**src/rtl/if_id_fetch_stage_if.sv**
```systemverilog
// Purpose : bundles the fetch-stage control inputs, imem port and IF/ID outputs.
// Latency : none (wires only).
// Backpressure: the stall input freezes the stage; there is no ready/valid return path.
// Modports: master = the fetch stage, slave = the ID stage / imem / hazard unit side.
// Optional: IF_PERF_CNT_EN adds the perf_fetch / perf_bubble counter signals.
interface if_id_fetch_stage_if;
    logic        stall;
    logic [1:0]  pcsource;
    logic [31:0] bpc;
    logic [31:0] jpc;
    logic [31:0] imem_addr;
    logic [31:0] imem_rdata;
    logic [31:0] pc;
    logic [31:0] if_id_inst;
    logic [31:0] if_id_pc4;
    logic        if_id_valid;
    logic        halted;
`ifdef IF_PERF_CNT_EN
    logic [31:0] perf_fetch;
    logic [31:0] perf_bubble;
`endif

    modport master (
        input  stall, pcsource, bpc, jpc, imem_rdata,
        output imem_addr, pc, if_id_inst, if_id_pc4, if_id_valid, halted
`ifdef IF_PERF_CNT_EN
        , output perf_fetch, perf_bubble
`endif
    );

    modport slave (
        output stall, pcsource, bpc, jpc, imem_rdata,
        input  imem_addr, pc, if_id_inst, if_id_pc4, if_id_valid, halted
`ifdef IF_PERF_CNT_EN
        , input perf_fetch, perf_bubble
`endif
    );
endinterface

```
**src/rtl/if_id_fetch_stage.sv**
```systemverilog
// Purpose : CPCPU4 instruction fetch (PC + next-PC select) and IF/ID pipeline register.
// Latency : instruction at pc=A appears on if_id_* one cycle later; redirects cost one bubble.
// Backpressure: stall holds PC and IF/ID; an illegal pcsource halts the stage until rst.
// Ports   : clk, rst (sync, active-high); fif (master) carries stall/pcsource/bpc/jpc,
//           imem_addr/imem_rdata, pc, if_id_inst/pc4/valid and halted.
// Optional: define IF_PERF_CNT_EN for perf_fetch / perf_bubble counters on the interface.
module if_id_fetch_stage #(
    parameter logic [31:0] RESET_PC = 32'h0000_0000,
    parameter logic [31:0] NOP_INST = 32'h0000_0000
) (
    input  logic                clk,
    input  logic                rst,
    if_id_fetch_stage_if.master fif
);

    typedef enum logic [1:0] {
        S_BOOT = 2'd0,
        S_RUN  = 2'd1,
        S_HALT = 2'd2
    } state_t;

    typedef enum logic [1:0] {
        A_HOLD  = 2'd0,
        A_FETCH = 2'd1,
        A_REDIR = 2'd2,
        A_HALT  = 2'd3
    } act_t;

    state_t      state;
    state_t      state_nxt;
    act_t        act;

    logic [31:0] pc_q;
    logic [31:0] inst_q;
    logic [31:0] pc4_q;
    logic        valid_q;
    logic        halted_q;

    logic [31:0] pc_plus4;
    logic        halt_req;
    logic        redir_req;
    logic [31:0] redir_tgt;

    // ID-side requests only count when the IF/ID slot holds a real instruction.
    assign pc_plus4  = pc_q + 32'd4;
    assign halt_req  = valid_q && (fif.pcsource == 2'b11) && !fif.stall;
    assign redir_req = valid_q && (fif.pcsource[1] ^ fif.pcsource[0]);
    assign redir_tgt = (fif.pcsource == 2'b01) ? (fif.bpc & ~32'h3) : (fif.jpc & ~32'h3);

    // State register
    always_ff @(posedge clk) begin
        if (rst) begin
            state <= S_BOOT;
        end else begin
            state <= state_nxt;
        end
    end

    // Next-state logic
    always_comb begin
        state_nxt = state;
        case (state)
            S_BOOT:  state_nxt = S_RUN;
            S_RUN:   if (halt_req) state_nxt = S_HALT;
            S_HALT:  state_nxt = S_HALT;
            default: state_nxt = S_BOOT;
        endcase
    end

    // Output decode: one datapath action per cycle, in priority order
    // halt > stall > redirect > sequential. BOOT always performs the first fetch.
    always_comb begin
        act = A_HOLD;
        case (state)
            S_BOOT: act = A_FETCH;
            S_RUN: begin
                if (halt_req)       act = A_HALT;
                else if (fif.stall) act = A_HOLD;
                else if (redir_req) act = A_REDIR;
                else                act = A_FETCH;
            end
            default: act = A_HOLD;
        endcase
    end

    // PC and IF/ID register. A bubble clears valid and loads NOP_INST; pc4 is
    // left as-is because it is meaningless without valid.
    always_ff @(posedge clk) begin
        if (rst) begin
            pc_q     <= RESET_PC;
            inst_q   <= NOP_INST;
            pc4_q    <= 32'd0;
            valid_q  <= 1'b0;
            halted_q <= 1'b0;
        end else begin
            case (act)
                A_FETCH: begin
                    pc_q    <= pc_plus4;
                    inst_q  <= fif.imem_rdata;
                    pc4_q   <= pc_plus4;
                    valid_q <= 1'b1;
                end
                A_REDIR: begin
                    pc_q    <= redir_tgt;
                    inst_q  <= NOP_INST;
                    valid_q <= 1'b0;
                end
                A_HALT: begin
                    inst_q   <= NOP_INST;
                    valid_q  <= 1'b0;
                    halted_q <= 1'b1;
                end
                default: begin
                end
            endcase
        end
    end

`ifdef IF_PERF_CNT_EN
    logic [31:0] perf_fetch_q;
    logic [31:0] perf_bubble_q;

    always_ff @(posedge clk) begin
        if (rst) begin
            perf_fetch_q  <= 32'd0;
            perf_bubble_q <= 32'd0;
        end else begin
            if (act == A_FETCH) begin
                perf_fetch_q <= perf_fetch_q + 32'd1;
            end
            if ((act == A_REDIR) || (act == A_HALT)) begin
                perf_bubble_q <= perf_bubble_q + 32'd1;
            end
        end
    end

    assign fif.perf_fetch  = perf_fetch_q;
    assign fif.perf_bubble = perf_bubble_q;
`endif

    assign fif.imem_addr   = pc_q;
    assign fif.pc          = pc_q;
    assign fif.if_id_inst  = inst_q;
    assign fif.if_id_pc4   = pc4_q;
    assign fif.if_id_valid = valid_q;
    assign fif.halted      = halted_q;

endmodule

```
**src/flat_wrapper.sv**
```systemverilog
// flat-port wrapper written by rule: the top's interface ports become plain ports
module if_id_fetch_stage_flat 
#(
    parameter logic [31:0] RESET_PC = 32'h0000_0000,
    parameter logic [31:0] NOP_INST = 32'h0000_0000
)
  (clk, rst, fif_stall, fif_pcsource, fif_bpc, fif_jpc, fif_imem_rdata, fif_imem_addr, fif_pc, fif_if_id_inst, fif_if_id_pc4, fif_if_id_valid, fif_halted);
  if_id_fetch_stage_if fif_i ();
  input  logic clk;
  input  logic rst;
  input wire logic [$bits(fif_i.stall)-1:0] fif_stall;
  input wire logic [$bits(fif_i.pcsource)-1:0] fif_pcsource;
  input wire logic [$bits(fif_i.bpc)-1:0] fif_bpc;
  input wire logic [$bits(fif_i.jpc)-1:0] fif_jpc;
  input wire logic [$bits(fif_i.imem_rdata)-1:0] fif_imem_rdata;
  output wire logic [$bits(fif_i.imem_addr)-1:0] fif_imem_addr;
  output wire logic [$bits(fif_i.pc)-1:0] fif_pc;
  output wire logic [$bits(fif_i.if_id_inst)-1:0] fif_if_id_inst;
  output wire logic [$bits(fif_i.if_id_pc4)-1:0] fif_if_id_pc4;
  output wire logic [$bits(fif_i.if_id_valid)-1:0] fif_if_id_valid;
  output wire logic [$bits(fif_i.halted)-1:0] fif_halted;
  assign fif_i.stall = fif_stall;
  assign fif_i.pcsource = fif_pcsource;
  assign fif_i.bpc = fif_bpc;
  assign fif_i.jpc = fif_jpc;
  assign fif_i.imem_rdata = fif_imem_rdata;
  assign fif_imem_addr = fif_i.imem_addr;
  assign fif_pc = fif_i.pc;
  assign fif_if_id_inst = fif_i.if_id_inst;
  assign fif_if_id_pc4 = fif_i.if_id_pc4;
  assign fif_if_id_valid = fif_i.if_id_valid;
  assign fif_halted = fif_i.halted;
  if_id_fetch_stage #(.RESET_PC(RESET_PC), .NOP_INST(NOP_INST)) u_core (.clk(clk), .rst(rst), .fif(fif_i));
endmodule
```
**config.mk**
```make
export PLATFORM = sky130hd
export DESIGN_NAME = if_id_fetch_stage_flat
export DESIGN_NICKNAME = d
export VERILOG_FILES = /design/src/rtl/if_id_fetch_stage_if.sv /design/src/rtl/if_id_fetch_stage.sv /design/src/flat_wrapper.sv
export SDC_FILE = /design/constraint.sdc
export NUM_CORES = 1
export LEC_CHECK = 0
export BUFFER_PORTS_ARGS = -buffer_cell sky130_fd_sc_hd__buf_2
export CORE_MARGIN = 4
export CORE_UTILIZATION = 43
export DETAILED_ROUTE_END_ITERATION = 6
export HOLD_SLACK_MARGIN = 0.03
export PLACE_DENSITY = 0.77
export SETUP_SLACK_MARGIN = 0.5
export SLEW_MARGIN = 0
export SYNTH_ARGS = -nofsm -noshare
export SYNTH_HDL_FRONTEND = slang
export SYNTH_SLANG_ARGS = --single-unit
export TNS_END_PERCENT = 50
```
**constraint.sdc**
```tcl
create_clock -name clk -period 2.9 [get_ports clk]
set_clock_uncertainty 0.15 [all_clocks]
set_input_delay 0.435 -clock clk [delete_from_list [all_inputs] [get_ports clk]]
set_output_delay 0.435 -clock clk [all_outputs]
set_load 0.01 [all_outputs]
```
==> summary.md, run 1 <==
| Metric | Value |
|---|---|
| CP Capture Type | `register` |
| Most used cell along the critical path | `ha_4` |
| Slowest cell on crit path | `or4_4` |
| Share of flip-flops with an asynchronous set or reset | `0%` |
| Clk root buf | `clkbuf_16` |
| Largest stage delay, worst path | `420 ps` |
| Row count | `40` |
| DP HPWL | `11,200 um` |
| Synthesized area | `5300 um^2` |
| Status | `finished, final reports clean` |
| 1st-iter DRT viols | `493` |
| Vias | `5,422` |
| EDFF count, synth | `0` |
| Routed len/inst | `16.3 um` |
| P&R area growth vs syn | `27.9%` |
| R2r endpoint | `u_core.fif.imem_addr[21]` |
| H-tree lvl count | `3` |
| Setup Viol. Count Final | `0` |
| Max clock buf depth | `2` |
| FF+latch count, synth | `96` |
| Clk_lat worst skew | `350 ps` |
| Syn_area_per_cell | `8.53 um^2` |
| Synth warnings | `0` |
| Synth top area share | `36.3%` |
| Arrival @ worst endpoint | `2570 ps` |
| Worst-path cell chain | `buf_2 -> ha_4 -> nor2_1 -> nand2_1 -> a21oi_4 -> ha_4 -> or2_4 -> or4_4 -> or4_1 -> nand3_1` |
| Die area | `14,200 um^2` |
| Critical Path RT | `3040 ps` |
| Core Region | `12,100 um^2` |
| Fillers | `1,154` |
| Ratio of cells with drive above 1 in the final layout | `38.8%` |
| Commonest cells after routing, fill and taps aside | `buf_2, dfxtp_1, nor2_1` |
| Pre-CTS setup slack | `29.3 ps` |
| Port Buffers | `220` |
| Power Total | `0.00536 W` |
| WS Path Type | `in -> reg` |
| Pleak | `2.96 nW` |
| Reg clk slew, reported paths | `70 ps` |
| Total Wirelength | `15,800 um` |
| Max-slew violation count | `0` |
| Final Wtd Congestion | `0.813` |
| TritonCTS Buffers | `9` |
| Min cycle time layout | `2430 ps` |
| CTS Hold Buffers Added | `0` |
| Slew Limit Headroom | `57.8%` |
| Sequential fraction of the synthesis area | `36.3%` |
| Hold_sp | `fif_imem_rdata[25]` |
| Die height | `119 um` |
| Synth area leader | `dfxtp_1` |
| Power Density | `791 nW/um^2` |
| Pin count of the biggest net entering global routing | `35` |
| Net count, final | `900` |
| Final period util | `83.6%` |
| Clock sinks | `96` |
| Residual DRC count | `0` |
| Critical Path Start Type | `input pin` |
| Initial antenna violation count | `0` |
| Final TNS setup | `0 ps` |
| Vias per cell | `5.62` |
| Final hold vios | `0` |
| R2r setup slk | `480 ps` |
| Critical Path Sink | `u_core.fif.imem_addr[21]` |
| Max-cap violations | `0` |
| Die span in x | `119 um` |
| Commonest non-fill, non-tap cell in the layout | `buf_2` |
| Fin util | `56.2%` |
| Gr usage total | `21.1%` |
| Worst vdd ir | `0.000418 V` |
| RSZ-0062 raised after global routing | `true` |
| Detail Route Antenna Nets | `0` |
| # IOs | `231` |
| Worst Hold Class | `in -> reg` |
| CP Launch Point | `fif_pcsource[0]` |
| ANT cells | `0` |
| Hold_ws | `147 ps` |
| R2R cell count | `9` |
| Post-synth cell types | `57` |
| Ys flop type | `dfxtp_1` |
| Worst-margin pin slew | `628 ps` |
| CTS tree | `done` |
| First-pass GRT wire length | `24,900 um` |
| Post-Syn Instances | `621` |
| Vias in the first global route | `4,776` |
| Top cells by area, synth | `dfxtp_1, a22o_1, buf_4` |
| Achievable frequency | `412 MHz` |
| RR Startpoint | `u_core.state[1]` |
| First-pass DRT Iterations | `5` |
| Critical path fanouts, max | `3` |
| Final setup margin | `475 ps` |
| Initial core utilization | `43.9%` |
| Gr ovfl total | `0` |
-- report_power, final --
group	total [W]	internal, W	switching, W
Sequential	0.00193	0.00168	0.000250
Combinational	0.00217	0.000954	0.00122
Clock	0.00126	0.000686	0.000570
-- logic make-up after synthesis --
logic type	Yosys count	share of synthesized area, %
buf+inv	104	10.4
compound gates	162	22.4
mux	31	6.09
other cells	1	0.0708
xor+xnor	13	2.15
fa+ha+maj	7	1.65
simple gates	207	21.0
flops	96	36.3
-- sequential cells by signal, indices dropped and copies added (netlist names) --
name                    flops
u_core.fif.imem_addr       30
u_core.fif.halted           1
u_core.fif.if_id_inst      32
u_core.state                2
u_core.fif.if_id_valid      1
u_core.fif.if_id_pc4       30
-- what timing repair did --
| item | 4_1_cts | 5_1_grt |
|---|---|---|
| resized for setup | 15 | 11 |
| pin swaps | 3 | 3 |
| gates cloned | 0 | 1 |
| endpoints found under the hold margin | 0 | 0 |
| buffers inserted | 3 | 0 |
| endpoints found under the setup margin | 14 | 23 |
-- per-layer routing --
metal	vias up	global-route usage (%)	share of wire [%]
met5	-	0	0
met4	0	4.56	1.2
met3	20	4.51	7.9
met2	245	35.5	48
met1	2533	27.8	43
li1	2624	-	-
-- layout make-up --
class | count | area (um^2) | area share [%]
sequential | 96 | 1930 | 28.5
clock inverter | 7 | 83.8 | 1.24
inverter | 13 | 51.3 | 0.757
timing repair buffer | 245 | 1310 | 19.3
multi-input combinational | 427 | 2970 | 43.8
clock buffer | 9 | 225 | 3.32
tap | 168 | 210 | 3.10
-- worst max-delay path, delay by kind of cell --
kind	cells	cell delay (ps)
compound gates	1	200
fa+ha+maj	2	470
buf+inv	1	120
simple gates	6	1330
-- cell usage after synthesis, types with 4 or more instances --
| cell type | instances |
|---|---|
| o31a_1 | 6 |
| buf_1 | 7 |
| nand3_1 | 22 |
| or2_2 | 5 |
| nor4_1 | 6 |
| mux2i_1 | 21 |
| o211ai_1 | 7 |
| or4_1 | 14 |
| mux2_2 | 10 |
| inv_1 | 12 |
| nor3_1 | 7 |
| nor2_1 | 56 |
| o2111ai_1 | 4 |
| xor2_1 | 4 |
| a31oi_1 | 6 |
| dfxtp_1 | 96 |
| ha_1 | 7 |
| a311oi_1 | 13 |
| a21oi_1 | 31 |
| a22o_1 | 33 |
| buf_4 | 38 |
| a211oi_1 | 16 |
| clkbuf_1 | 37 |
| nand3b_1 | 5 |
| buf_2 | 8 |
| o21ai_0 | 16 |
| nand2_1 | 36 |
| xnor2_1 | 9 |
| o31ai_1 | 8 |
| or3_1 | 17 |
| nor2b_1 | 4 |
| o221ai_1 | 5 |
| and4_1 | 8 |
| nand4_1 | 11 |
-- worst min-delay path by stage --
stage                           endpoint  depth (start not counted)
2_1_floorplan            u_core.state[1]                          2
3_3_place_gp    u_core.fif.if_id_inst[4]                          1
3_5_place_dp   u_core.fif.if_id_inst[16]                          1
4_1_cts        u_core.fif.if_id_inst[11]                          2
5_1_grt        u_core.fif.if_id_inst[21]                          2
6_report       u_core.fif.if_id_inst[25]                          2
-- metrics by stage --
step	cells	area, um^2
floorplan	626	5360
global placement	945	6340
detailed placement	945	6340
CTS	964	6740
global route	965	6780
finish	965	6780
No activity file was read; power rests on OpenSTA's default activity.
==> run 2: changes to the inputs <==
--- a/config.mk
+++ b/config.mk
@@ -5,6 +5,7 @@
 export SDC_FILE = /design/constraint.sdc
 export NUM_CORES = 1
 export LEC_CHECK = 0
+export ABC_AREA = 1
 export BUFFER_PORTS_ARGS = -buffer_cell sky130_fd_sc_hd__buf_2
 export CORE_MARGIN = 4
 export CORE_UTILIZATION = 43
==> constraint.sdc (replaced) <==
create_clock -name clk -period 2.1 [get_ports clk]
set_clock_uncertainty 0.15 [all_clocks]
set_input_delay 0.315 -clock clk [delete_from_list [all_inputs] [get_ports clk]]
set_output_delay 0.315 -clock clk [all_outputs]
set_load 0.01 [all_outputs]
==> summary.md, run 2 <==
| Metric | Value |
|---|---|
| Status | `finished, final reports clean` |
| Ys flop type | `dfxtp_1` |
| Die span in x | `119 um (about the same)` |
| CTS tree | `done` |
| Port Buffers | `220 (unchanged)` |
| Routed len/inst | `15.1 um (-7.5%)` |
| Worst vdd ir | `0.000717 V (+71%)` |
| Max-cap violations | `0 (unchanged)` |
| Commonest non-fill, non-tap cell in the layout | `buf_2` |
| Initial core utilization | `44.1% (+0.14 points)` |
| WS Path Type | `reg -> reg` |
| Clk pwr share | `15.2% (-8.2 points)` |
| 1st-iter DRT viols | `512 (+3.9%)` |
| Synth top area share | `36.3% (about the same)` |
| TritonCTS Buffers | `9 (unchanged)` |
| CTS Hold Buffers Added | `0 (unchanged)` |
| Arrival @ worst endpoint | `2110 ps (-460 ps)` |
| Die height | `119 um (about the same)` |
| Sequential fraction of the synthesis area | `36.3% (about the same)` |
| EDFF count, synth | `0 (unchanged)` |
| Gr usage total | `23.2% (+2.1 points)` |
| ANT cells | `0 (unchanged)` |
| Net Sw Frac | `44.1% (+6.1 points)` |
| First-pass DRT Iterations | `5 (unchanged)` |
| P&R area growth vs syn | `38.8%` |
| Clk_lat worst skew | `350 ps (about the same)` |
| Fillers | `1,092 (-5.4%)` |
| Net count, final | `1,122 (+25%)` |
| Hold_ws | `68.6 ps (-78.8 ps)` |
| Sw power | `0.00515 W (+150%)` |
| Total Wirelength | `17,600 um (+12%)` |
| Vias in the first global route | `5,139 (+7.6%)` |
| CP Capture Type | `register` |
| Core Region | `12,000 um^2 (-0.42%)` |
| Critical Path Start Type | `register` |
| FF+latch count, synth | `96 (unchanged)` |
| Synth cell count leaders | `nand2_1, nor2_1, dfxtp_1, a21oi_1, o21ai_0` |
| Critical Path RT | `2220 ps (-820 ps)` |
| Max-slew violation count | `0 (unchanged)` |
| Final Instance Count excl. Fillers | `1,166 (+21%)` |
| Clock sinks | `96 (unchanged)` |
| First-pass GRT wire length | `26,600 um (+6.6%)` |
| Initial antenna violation count | `0 (unchanged)` |
| Cell internal pwr | `0.00653 W (+96%)` |
| Pin count of the biggest net entering global routing | `37 (+5.7%)` |
| Combinational share of power | `55.7% (+15 points)` |
| Row count | `40 (unchanged)` |
| Reg clk slew, reported paths | `70 ps (about the same)` |
| Flop pwr share | `29.2% (-6.8 points)` |
| Vias | `5,931 (+9.4%)` |
| Setup Viol. Count Final | `0 (unchanged)` |
| Achievable frequency | `504 MHz` |
| Clk root buf | `clkbuf_16` |
| H-tree lvl count | `3 (unchanged)` |
| RSZ-0062 raised after global routing | `true` |
| Count leader, synth | `nand2_1` |
| Final period util | `94.4%` |
| Vias per cell | `5.09 (-9.5%)` |
| Ratio of cells with drive above 1 in the final layout | `35.3% (-3.4 points)` |
| Pleak | `3.78 nW (+28%)` |
| Placed cell count | `1,132 (+20%)` |
| # IOs | `231 (unchanged)` |
| Synth area leader | `dfxtp_1` |
| Final Wtd Congestion | `0.913 (+12%)` |
| Residual DRC count | `0 (unchanged)` |
| Largest register FFs | `32 (unchanged)` |
| Detail Route Antenna Nets | `0 (unchanged)` |
| Synthesized area | `5290 um^2 (about the same)` |
| Commonest cells after routing, fill and taps aside | `buf_2, nand2_1, nor2_1` |
| Final hold vios | `0 (unchanged)` |
| Post-Syn Instances | `807 (+30%)` |
| Worst Hold Class | `in -> reg` |
| Synth warnings | `0 (unchanged)` |
| Max clock buf depth | `2 (unchanged)` |
| Syn_area_per_cell | `6.56 um^2 (-23%)` |
| Share of flip-flops with an asynchronous set or reset | `0% (unchanged)` |
| Post-synth cell types | `30 (-47%)` |
| Top cells by area, synth | `dfxtp_1, nand2_1, a21oi_1` |
| Power Density | `1590 nW/um^2 (+100%)` |
| Die area | `14,200 um^2 (about the same)` |
| Gr ovfl total | `0 (unchanged)` |
| Min cycle time layout | `1980 ps` |
| Critical path fanouts, max | `17 (+14)` |
| DP HPWL | `12,600 um (+13%)` |
[run 2: cell types whose count changed in the layout (fill, tap and decap cells not counted), sizes merged, moves of 21 or more]
cell	delta
nor2	+55
a22o	-33
nand3	+25
inv	+51
a21oi	+57
mux2i	-21
o21ai	+52
nand2	+179
[run 2: through the flow]
stage | setup WS [ps] | setup TNS (ps) | total power [W] | util (%) | area (um^2)
after CTS | 153 | 0 | 0.0111 | 59.4 | 7130
after detailed placement | -192 | -7300 | 0.00882 | 54.8 | 6580
after global placement | -140 | -5320 | 0.00871 | 54.8 | 6580
after floorplan | 88.1 | 0 | 0.00699 | - | 5510
final | 117 | 0 | 0.0117 | 61.2 | 7350
after global routing | 40.3 | 0 | 0.0125 | 61.2 | 7350
[run 2: final cells by class]
cell class,instances,area (um^2),area share [%]
clock inverter,7,97.6,1.33
sequential,96,1930,26.3
tap,147,184,2.50
timing repair buffer,269,1730,23.5
timing repair inverter,1,11.3,0.153
multi-input combinational,574,2900,39.5
clock buffer,9,225,3.06
inverter,63,272,3.69
[run 2: power groups by stage]
stage                     Sequential, W  Combinational (W)  Clock (W)
after floorplan                 0.00361            0.00338          0
after global placement          0.00333            0.00537          0
after detailed placement        0.00337            0.00545          0
after CTS                       0.00336            0.00598    0.00178
after global routing            0.00352            0.00712    0.00187
final                           0.00340            0.00650    0.00177
[run 2: cells by family after synthesis]
kind of cell             Yosys count  share of synthesized area (%)
AO/OA/AOI/OAI                    165                           16.1
AND/OR/NAND/NOR                  381                           30.4
adder cells (fa/ha/maj)            7                           1.65
flip-flops                        96                           36.3
XOR/XNOR                          15                           2.77
other                              1                         0.0708
buffers and inverters            142                           12.7
[run 2: path summary, 6_finish.rpt]
check                           slack [ps]                        end  cells after the start               start
worst max register to register         120  u_core.fif.if_id_inst[22]                     11     u_core.state[1]
worst min register to register         300          u_core.fif.halted                      2   u_core.fif.halted
worst max-delay path                   120  u_core.fif.if_id_inst[22]                     11     u_core.state[1]
worst min-delay path                    70  u_core.fif.if_id_inst[19]                      3  fif_imem_rdata[19]
[run 2: repair_timing]
| item | CTS | global route |
|---|---|---|
| pin swaps | 9 | 8 |
| setup endpoints to repair | 94 | 94 |
| endpoints found under the hold margin | 0 | 0 |
| resized for setup | 45 | 30 |
| cloned | 2 | 3 |
| buffers inserted | 8 | 5 |
[run 2: critical path, cell delays in order (launching register included)]
cell and delay, ps:
dfxtp_2 320, inv_2 80, ha_4 170, nand2_4 60, o21bai_4 130, inv_2 60, ha_4 180, buf_4 140
nor2_4 160, buf_12 170, nand3_1 110, a21oi_1 180
[run 2: layer usage]
layer	wire length [um]	GRT usage, %	up-vias
met5	0	0	-
met4	537	8.11	0
met3	1480	4.23	51
met2	8080	36.5	266
met1	7520	32.0	2656
li1	-	-	2958
==> run 3: changes to the inputs <==
--- a/config.mk
+++ b/config.mk
@@ -5,7 +5,7 @@
 export SDC_FILE = /design/constraint.sdc
 export NUM_CORES = 1
 export LEC_CHECK = 0
-export ABC_AREA = 1
+export ABC_AREA = 0
 export BUFFER_PORTS_ARGS = -buffer_cell sky130_fd_sc_hd__buf_2
 export CORE_MARGIN = 4
 export CORE_UTILIZATION = 43
==> summary.md, run 3 (synthesis gave the netlist of run 1 again) <==
| Metric | Value |
|---|---|
| Ratio of cells with drive above 1 in the final layout | `51.2% (+16 points)` |
| Setup Viol. Count Final | `61 (+61)` |
| Fin util | `68.3% (+7.1 points)` |
| Critical Path RT | `2250 ps (+30 ps)` |
| Max clock buf depth | `2 (unchanged)` |
| Final hold vios | `0 (unchanged)` |
| Finished Cell Area | `8240 um^2 (+12%)` |
| Core Region | `12,100 um^2 (+0.42%)` |
| Power Density | `1090 nW/um^2 (-32%)` |
| WS Path Type | `reg -> reg` |
| Critical Path Start Type | `register` |
| Worst vdd ir | `0.000581 V (-19%)` |
| Worst Hold Class | `in -> reg` |
| Port Buffers | `220 (unchanged)` |
| Net Sw Frac | `38.3% (-5.8 points)` |
| Pleak | `3.66 nW (-3.3%)` |
| TritonCTS Buffers | `9 (unchanged)` |
| Detail Route Antenna Nets | `0 (unchanged)` |
| Pin count of the biggest net entering global routing | `33 (-11%)` |
| Arrival @ worst endpoint | `2690 ps (+580 ps)` |
| Final Instance Count excl. Fillers | `1,072 (-8.1%)` |
| Clk_lat worst skew | `350 ps (about the same)` |
| Net count, final | `1,007 (-10%)` |
| DP HPWL | `12,400 um (-1.4%)` |
| Flop pwr share | `29.5% (+0.3 points)` |
| RSZ-0062 raised after global routing | `true` |
| P&R area growth vs syn | `55.4%` |
| Pre-CTS setup slack | `-665 ps (-473 ps)` |
| Commonest non-fill, non-tap cell in the layout | `buf_2` |
| CTS tree | `done` |
| Die span in x | `119 um (about the same)` |
| Clock sinks | `96 (unchanged)` |
| Final Wtd Congestion | `0.843 (-7.7%)` |
| GR Util met2 | `42.6% (+6.1 points)` |
| Reg area | `1940 um^2 (+0.39%)` |
| R2r setup slk | `-440 ps (-560 ps)` |
| Status | `complete, but fails checks` |
| Achievable frequency | `393 MHz (-22%)` |
| Initial core utilization | `43.9% (-0.14 points)` |
| Hold path endpoint | `u_core.fif.if_id_inst[8]` |
| Commonest cells after routing, fill and taps aside | `buf_2, dfxtp_1, buf_4` |
| Hold_sp | `fif_imem_rdata[8]` |
| CP Capture Type | `register` |
| First-pass GRT wire length | `29,100 um (+9.5%)` |
| Critical path fanouts, max | `3 (-14)` |
| GR Util met1 | `31.5% (-0.52 points)` |
| Final period util | `121% (+27 points)` |
| R2r endpoint | `u_core.fif.imem_addr[19]` |
| Clk pwr share | `18.4% (+3.2 points)` |
| Hold Path Cell Cnt | `2 (-1)` |
| Placed cell count | `1,012 (-11%)` |
| Final setup margin | `-444 ps (-561 ps)` |
| Grt met3 use | `3.47% (-0.76 points)` |
| Gr usage total | `24.8% (+1.6 points)` |
| Power Total | `0.00896 W (-23%)` |
| Cell internal pwr | `0.00553 W (-15%)` |
| Gr ovfl total | `0 (unchanged)` |
| Max-cap violations | `0 (unchanged)` |
| RR Startpoint | `u_core.state[1]` |
| Max-slew violation count | `0 (unchanged)` |
| 1st-iter DRT viols | `463 (-9.6%)` |
| Clk root buf | `clkbuf_16` |
| First-pass DRT Iterations | `5 (unchanged)` |
| GRT busiest layer | `met2` |
| ANT cells | `0 (unchanged)` |
| R2R cell count | `9 (-2)` |
| Area post-placement | `6900 um^2 (+4.8%)` |
| Vias | `6,041 (+1.9%)` |
| Combinational share of power | `52.1% (-3.6 points)` |
| Initial antenna violation count | `0 (unchanged)` |
| Reg clk slew, reported paths | `80 ps (about the same)` |
| Die height | `119 um (about the same)` |
| Min cycle time layout | `2540 ps (+561 ps)` |
| # IOs | `231 (unchanged)` |
| Routed len/inst | `17.8 um (+18%)` |
| Total Wirelength | `19,100 um (+8.6%)` |
| H-tree lvl count | `3 (unchanged)` |
| Vias in the first global route | `5,783 (+13%)` |
| Die area | `14,200 um^2 (about the same)` |
| Largest register FFs | `32 (unchanged)` |
| Failing checks | `negative setup slack` |
| Sw power | `0.00343 W (-33%)` |
| Multi-input logic area | `3310 um^2 (+14%)` |
| Residual DRC count | `0 (unchanged)` |
| Vias per cell | `5.64 (+11%)` |
| Fillers | `924 (-15%)` |
| Row count | `40 (unchanged)` |
==> run 3: what timing repair did <==
item,in CTS,in global routing
hold endpoints to repair,13,0
setup buffers,19,4
pin swaps,57,45
endpoints found under the setup margin,93,98
resized for setup,72,72
gates cloned,7,1
hold buffers,13,0
==> run 3: how the worst max path moves through the flow <==
stage / start / to / slack, ps / cells past startpoint
after floorplan: fif_pcsource[0] / u_core.fif.imem_addr[19] / -510 / 10
after global placement: fif_pcsource[1] / u_core.fif.imem_addr[19] / -640 / 11
after detailed placement: fif_pcsource[0] / u_core.fif.imem_addr[19] / -670 / 10
after CTS: u_core.state[1] / u_core.fif.imem_addr[19] / -430 / 9
after global routing: u_core.state[1] / u_core.fif.imem_addr[19] / -520 / 9
final: u_core.state[1] / u_core.fif.imem_addr[19] / -440 / 9
==> run 3: area by class of cell <==
cell class,count,area share [%]
Multi-Input combinational cell,428,40.2
Clock inverter,7,0.881
Timing Repair Buffer,351,29.4
Inverter,13,0.684
Clock buffer,9,2.73
Tap cell,168,2.55
Sequential cell,96,23.5
==> run 3: power by group through the flow <==
stage	Combinational, W	Sequential [W]	Clock [W]
final	0.00466	0.00264	0.00165
after global routing	0.00497	0.00270	0.00174
after CTS	0.00429	0.00260	0.00167
after detailed placement	0.00327	0.00262	0
after global placement	0.00324	0.00260	0
after floorplan	0.00173	0.00285	0
==> run 3: worst max-delay path, cell delays in order, from the launching register on <==
cell      delay, ps
dfxtp_2         330
inv_2            70
ha_4            140
nand3b_1        110
a21oi_2         210
ha_4            240
or2_4           230
or4_4           420
or4_4           520
nand3_2          70
==> run 3: per-stage QoR <==
stage / hold slack, ps / setup TNS [ps]
5_1_grt: 41.7 / -11920
4_1_cts: 32.0 / -6160
3_3_place_gp: 301 / -24160
2_1_floorplan: 294 / -4770
6_report: 31.7 / -6800
3_5_place_dp: 300 / -25130
==> run 3: metal layers <==
metal	part of all wire, %	wire (um)
met1	40	7590
met5	0	0
met2	49	9430
met3	8.1	1540
met4	2.9	554
